$ cat src/rtl/gmii_to_axi.sv
// GMII receive byte stream to 64-bit AXI-Stream beats: optional preamble strip,
// bad-frame tagging on tuser and a word FIFO that keeps one slot for a terminating beat.
module gmii_to_axi #(
    parameter int STRIP_PREAMBLE = 1,
    parameter int FIFO_DEPTH     = 16,
    parameter int MAX_BYTES      = 1536
) (
    input  logic        gmii_rx_clk,
    input  logic        rst_n,
    input  logic        gmii_rx_dv,
    input  logic        gmii_rx_er,
    input  logic [7:0]  gmii_rxd,
    input  logic        axis_tready,
    output logic        axis_tvalid,
    output logic [63:0] axis_tdata,
    output logic [7:0]  axis_tkeep,
    output logic        axis_tlast,
    output logic        axis_tuser,
    output logic [15:0] frame_cnt,
    output logic [15:0] err_cnt
);
    // state    | meaning
    // ST_IDLE  | waiting for dv
    // ST_PRE   | discarding 0x55 bytes until the 0xD5 SFD
    // ST_DATA  | packing payload bytes into 64-bit words
    // ST_DROP  | frame rejected or already terminated, waiting for dv low
    typedef enum logic [1:0] {ST_IDLE, ST_PRE, ST_DATA, ST_DROP} state_t;

    localparam int AW = $clog2(FIFO_DEPTH);
    localparam int CW = AW + 1;
    localparam int BW = $clog2(MAX_BYTES + 1);

    logic          dv_q, er_q;
    logic [7:0]    rxd_q;
    state_t        state, state_d;
    logic [63:0]   pack, hold;
    logic          hold_vld;
    logic [2:0]    byte_cnt;
    logic          err;
    logic [BW-1:0] bytes_left;

    logic          push, push_last, push_user;
    logic [63:0]   push_data;
    logic [7:0]    push_keep, keep_part;
    logic          byte_wr, hold_pop, clr, pre_rej;

    logic [73:0]   mem [FIFO_DEPTH];
    logic [73:0]   rd_word;
    logic [AW-1:0] wr_ptr, rd_ptr;
    logic [CW-1:0] count;
    logic          wr, rd, room2;

    always_ff @(posedge gmii_rx_clk or negedge rst_n) begin
        if (!rst_n) begin
            dv_q  <= 1'b0;
            er_q  <= 1'b0;
            rxd_q <= 8'd0;
        end else begin
            dv_q  <= gmii_rx_dv;
            er_q  <= gmii_rx_er;
            rxd_q <= gmii_rxd;
        end
    end

    always_ff @(posedge gmii_rx_clk or negedge rst_n) begin
        if (!rst_n) state <= ST_IDLE;
        else        state <= state_d;
    end

    assign keep_part = 8'hFF >> (4'd8 - {1'b0, byte_cnt});
    assign room2     = (count <= CW'(FIFO_DEPTH - 2));

    always_comb begin
        state_d   = state;
        push      = 1'b0;
        push_data = hold;
        push_keep = 8'hFF;
        push_last = 1'b0;
        push_user = 1'b0;
        byte_wr   = 1'b0;
        hold_pop  = 1'b0;
        pre_rej   = 1'b0;
        case (state)
            ST_IDLE: begin
                if (dv_q) begin
                    if (STRIP_PREAMBLE != 0) begin
                        state_d = ST_PRE;
                    end else begin
                        state_d = ST_DATA;
                        byte_wr = 1'b1;
                    end
                end
            end
            ST_PRE: begin
                if (!dv_q || (rxd_q != 8'h55 && rxd_q != 8'hD5)) begin
                    state_d = ST_DROP;
                    pre_rej = 1'b1;
                end else if (rxd_q == 8'hD5) begin
                    state_d = ST_DATA;
                end
            end
            ST_DATA: begin
                if (dv_q) begin
                    if (bytes_left == '0) begin
                        // Over-length: whatever is pending becomes a bad final beat.
                        state_d   = ST_DROP;
                        push_last = 1'b1;
                        push_user = 1'b1;
                        if (hold_vld) begin
                            push = 1'b1;
                        end else if (byte_cnt != 3'd0) begin
                            push      = 1'b1;
                            push_data = pack;
                            push_keep = keep_part;
                        end
                    end else if (hold_vld) begin
                        push = 1'b1;
                        if (room2) begin
                            hold_pop = 1'b1;
                            byte_wr  = 1'b1;
                        end else begin
                            // Last free slot: terminate the frame instead of continuing it.
                            push_last = 1'b1;
                            push_user = 1'b1;
                            state_d   = ST_DROP;
                        end
                    end else begin
                        byte_wr = 1'b1;
                    end
                end else begin
                    state_d   = ST_IDLE;
                    push_last = 1'b1;
                    push_user = err;
                    if (hold_vld) begin
                        push = 1'b1;
                    end else if (byte_cnt != 3'd0) begin
                        push      = 1'b1;
                        push_data = pack;
                        push_keep = keep_part;
                    end
                end
            end
            ST_DROP: begin
                if (!dv_q) state_d = ST_IDLE;
            end
            default: state_d = ST_IDLE;
        endcase
    end

    assign clr = (state_d != ST_DATA);

    always_ff @(posedge gmii_rx_clk or negedge rst_n) begin
        if (!rst_n) begin
            pack       <= 64'd0;
            hold       <= 64'd0;
            hold_vld   <= 1'b0;
            byte_cnt   <= 3'd0;
            err        <= 1'b0;
            bytes_left <= BW'(MAX_BYTES);
        end else if (clr) begin
            pack       <= 64'd0;
            hold_vld   <= 1'b0;
            byte_cnt   <= 3'd0;
            err        <= 1'b0;
            bytes_left <= BW'(MAX_BYTES);
        end else if (byte_wr) begin
            byte_cnt   <= byte_cnt + 3'd1;
            bytes_left <= bytes_left - BW'(1);
            err        <= err | er_q;
            if (byte_cnt == 3'd7) begin
                hold     <= {rxd_q, pack[55:0]};
                hold_vld <= 1'b1;
                pack     <= 64'd0;
            end else begin
                pack[{byte_cnt, 3'b000} +: 8] <= rxd_q;
                if (hold_pop) hold_vld <= 1'b0;
            end
        end
    end

    assign wr = push && (count != CW'(FIFO_DEPTH));
    assign rd = (count != '0) && axis_tready;

    always_ff @(posedge gmii_rx_clk) begin
        if (wr) mem[wr_ptr] <= {push_user, push_last, push_keep, push_data};
    end

    always_ff @(posedge gmii_rx_clk or negedge rst_n) begin
        if (!rst_n) begin
            wr_ptr <= '0;
            rd_ptr <= '0;
            count  <= '0;
        end else begin
            if (wr) wr_ptr <= wr_ptr + AW'(1);
            if (rd) rd_ptr <= rd_ptr + AW'(1);
            count <= count + CW'(wr) - CW'(rd);
        end
    end

    always_ff @(posedge gmii_rx_clk or negedge rst_n) begin
        if (!rst_n) begin
            frame_cnt <= 16'd0;
            err_cnt   <= 16'd0;
        end else begin
            if (wr && push_last && !push_user && frame_cnt != 16'hFFFF)
                frame_cnt <= frame_cnt + 16'd1;
            if ((pre_rej || (wr && push_last && push_user)) && err_cnt != 16'hFFFF)
                err_cnt <= err_cnt + 16'd1;
        end
    end

    assign rd_word     = mem[rd_ptr];
    assign axis_tvalid = (count != '0);
    assign axis_tdata  = axis_tvalid ? rd_word[63:0]  : 64'd0;
    assign axis_tkeep  = axis_tvalid ? rd_word[71:64] : 8'd0;
    assign axis_tlast  = axis_tvalid && rd_word[72];
    assign axis_tuser  = axis_tvalid && rd_word[73];

endmodule

$ cat config.mk
export PLATFORM = sky130hd
export DESIGN_NAME = gmii_to_axi
export DESIGN_NICKNAME = d
export VERILOG_FILES = /design/src/rtl/gmii_to_axi.sv
export SDC_FILE = /design/constraint.sdc
export NUM_CORES = 2
export LEC_CHECK = 0
export BUFFER_PORTS_ARGS = -buffer_cell sky130_fd_sc_hd__buf_2
export CORE_ASPECT_RATIO = 2
export CORE_MARGIN = 3
export CORE_UTILIZATION = 60
export CTS_CLUSTER_DIAMETER = 60
export DETAILED_ROUTE_END_ITERATION = 8
export PLACE_DENSITY_LB_ADDON = 0.05
export SLEW_MARGIN = 25
export SYNTH_ARGS = -nofsm -noshare
export SYNTH_HDL_FRONTEND = slang
export SYNTH_SLANG_ARGS = --single-unit
$ cat constraint.sdc
create_clock -name gmii_rx_clk -period 12.4 [get_ports gmii_rx_clk]
set_clock_uncertainty 0.1 [all_clocks]
set_input_delay 2.48 -clock gmii_rx_clk [delete_from_list [all_inputs] [get_ports gmii_rx_clk]]
set_output_delay 2.48 -clock gmii_rx_clk [all_outputs]
set_load 0.05 [all_outputs]
==> impl_metrics.env <==
export IMPL_holdBufCountCts=0
export IMPL_cellPowerDensity_nw_per_um2=193
export IMPL_ys_seq_elements=1385
export IMPL_cp_top_family="buffers and inverters"
export IMPL_synth_nets=2665
export IMPL_vias=26200
export IMPL_dr_pass1_iters=7
export IMPL_mostFrequentLayoutCells="1184 x edfxtp_1, 370 x mux4_2, 252 x nand2_1, 195 x dfrtp_1, 118 x buf_2"
export IMPL_met3_length_mm=6.57
export IMPL_die_area_um2=94200
export IMPL_cp_max_fo=43
export IMPL_fin_area_um2=60100
export IMPL_hold_viol=0
export IMPL_path_cells="buf_4 -> buf_4 -> mux4_2 -> mux4_2 -> and2_1 -> buf_2"
export IMPL_yosysWarnings=0
export IMPL_drt_wirelength_per_cell_um=30.5
export IMPL_vdd_drop_max_v=0.000227
export IMPL_tightest_slew_ps=1100
export IMPL_track_usage=0.274
export IMPL_synth_top_family_by_area="multiplexers"
export IMPL_postRouteAntennaNets=0
export IMPL_die_y_um=431
export IMPL_post_cts_setup_buffers=0
export IMPL_grt_overflow=0
export IMPL_yosys_area_share_simple=0.0429
export IMPL_setup_ws_ps=5100
export IMPL_grt_antenna_before_repair=2
export IMPL_num_rows=155
export IMPL_critPathBufInv=3
export IMPL_path_clk_slew_ps=70
export IMPL_synth_compound_area_share=0.0145
export IMPL_met1_length_mm=46.9
export IMPL_cts_buffer_depth=3
export IMPL_setup_viol=0
export IMPL_cpPeakStageDelay_ps=830
export IMPL_grt_pass1_vias=27900
export IMPL_final_util=0.673
export IMPL_fin_total_pwr_mw=11.6
export IMPL_tns_ps=0
export IMPL_viasPerCell=6.44
export IMPL_post_place_ws_ps=5710
export IMPL_synth_xor_area_frac=0.00792
export IMPL_syn_to_final_growth_pct=11.0
export IMPL_fin_crit_sh=0.588
export IMPL_outcome="complete, no violations"
export IMPL_start_util=0.606
export IMPL_startpoint_type="register"
export IMPL_htreeDepth=3
export IMPL_clock_sinks=1385
export IMPL_synthesis_area_um2=54200
export IMPL_diodes=0
export IMPL_synth_mux_area_frac=0.168
export IMPL_numCtsBuffers=111
export IMPL_ys_flop_type="edfxtp_1"
export IMPL_insertion_delay_ps=720
export IMPL_synth_avg_cell_area_um2=20.6
export IMPL_max_freq_mhz=137
export IMPL_drc=0
export IMPL_worstSetupPathType="register to primary output"
export IMPL_num_nets_final=2831
export IMPL_slew_violations=0
export IMPL_maxCapViolations=0
export IMPL_dp_hpwl_mm=67.8
export IMPL_root_buffer="clkbuf_16"
export IMPL_cp_required_ps=9820
export IMPL_synth_async_sr_flop_share=0.145
export IMPL_grt_max_degree=163
export IMPL_syn_inst=2627
export IMPL_critPathArrivalTime_ps=4720
export IMPL_maxSlewHeadroom=0.263
export IMPL_design_core_area_um2=89400
export IMPL_portBuffers=119
export IMPL_met2_length_mm=67.1
export IMPL_timing_final_crit_period_ps=7300
export IMPL_drt_wl_total_mm=124
export IMPL_drt_initial_drc_count=2468
export IMPL_synth_edf_count=1184
export IMPL_synth_cell_types=63
export IMPL_ios=120
export IMPL_ctsResizeCount=0
export IMPL_drive_gt1_frac=0.288
export IMPL_dpl_instance_area_um2=56400
export IMPL_rsz0062_at_grt="false"
export IMPL_gp_congestion=0.836
export IMPL_cts_tree="built"
export IMPL_top_layer_used="met5"
export IMPL_yosysSeqAreaShare=0.749
export IMPL_final_common_cell="edfxtp_1"
export IMPL_hp_class="register to register"
export IMPL_leakagePower_nw=22.2
export IMPL_grt_pass1_wl_mm=185
export IMPL_synthAdderAreaFrac=0.00591
export IMPL_cpMaxStageDelayCell="dfrtp_4"
export IMPL_endpoint_kind="primary output"
export IMPL_die_width_um=219
[synth_stat cells (2+ instances only)]
master	number	area, um^2
nor3b_1	3	22.5
nor2b_1	4	25.0
dfrtp_1	199	4980
a32o_1	3	30.0
o31ai_1	4	30.0
nor2_1	26	97.6
nor3_1	13	65.1
nand4b_1	3	26.3
a21o_1	5	37.5
nand3_1	22	110
or3_1	2	12.5
o2bb2ai_1	16	140
clkbuf_1	82	308
o31ai_2	2	25.0
mux4_2	370	8330
ha_1	24	300
and3_1	15	93.8
a22o_1	21	184
and4_1	3	26.3
edfxtp_1	1184	35600
mux2_2	66	743
o31ai_4	2	42.5
a31o_2	2	17.5
buf_2	32	160
nor4_1	7	43.8
nand2_1	254	953
buf_4	7	52.6
and2_1	81	507
xnor2_1	39	342
nand4_1	19	119
o21ai_1	9	45.0
a31oi_1	2	12.5
dfstp_2	2	52.6
o21ai_0	20	100
a21oi_1	8	40.0
inv_1	26	97.6
nand3b_1	2	15.0
xor2_1	10	87.6
nand4bb_1	2	22.5
nand2b_1	6	37.5
buf_1	7	26.3
nor3_2	2	20.0
[where the power goes]
part	switching, mW	leakage, nW	internal, mW	total (mW)
Combinational	1.62	5.42	1.15	2.77
Clock	1.60	1.81	2.00	3.60
Sequential	0.172	15.0	5.05	5.22
[cells by family after synthesis]
family / count (synthesis)
buf+inv: 155
xor+xnor: 49
flops: 1385
mux: 437
fa+ha+maj: 25
simple gates: 475
compound gates: 101
[through the flow]
stage	hold WS (ps)	std cells
6_report	396	4066
5_1_grt	416	4066
4_1_cts	395	4065
3_5_place_dp	377	3856
3_3_place_gp	367	3851
2_1_floorplan	356	2627
[final timing paths]
path	startpoint	endpoint	slack [ps]	cells after the start
worst min register to register	pack[59]	pack[59]	400	1
worst max-delay path	rd_ptr[0]	axis_tdata[12]	5100	6
worst min-delay path	pack[59]	pack[59]	400	1
worst max register to register	byte_cnt[0]	mem[8][1]	7350	10
max in group asynchronous	rst_n	hold[32]	9010	2
min in group asynchronous	rst_n	err_cnt[0]	1710	1
[worst reg2reg max path, delay by kind of cell (launching register included)]
kind	cells	cell delay, ps
compound gates	2	890
fa+ha+maj	2	510
buf+inv	4	1710
flops	1	530
simple gates	2	880
[layer usage]
layer  vias up  track usage
li1      10900            -
met1     14200        0.356
met2       899        0.484
met3       201       0.0345
met4         2       0.0898
met5         -            0
[sequential cells by signal, indices dropped and copies added, names as in the netlist]
| signal | count |
|---|---|
| mem | 1184 |
| hold | 64 |
| pack | 64 |
| err_cnt | 16 |
| frame_cnt | 16 |
| bytes_left | 11 |
| rxd_q | 8 |
| count | 5 |
| rd_ptr | 4 |
| wr_ptr | 4 |
| byte_cnt | 3 |
| state | 2 |
| dv_q | 1 |
| er_q | 1 |
| err | 1 |
| hold_vld | 1 |
[layout make-up]
cell class / count / area (um^2)
inverter: 26 / 97.6
fill: 5791 / 29300
sequential: 1385 / 40600
clock buffer: 151 / 3060
clock inverter: 58 / 639
multi-input combinational: 1087 / 13100
timing repair buffer: 182 / 1210
tap: 1177 / 1470
Note: power is estimated with default switching activity, not from simulation.
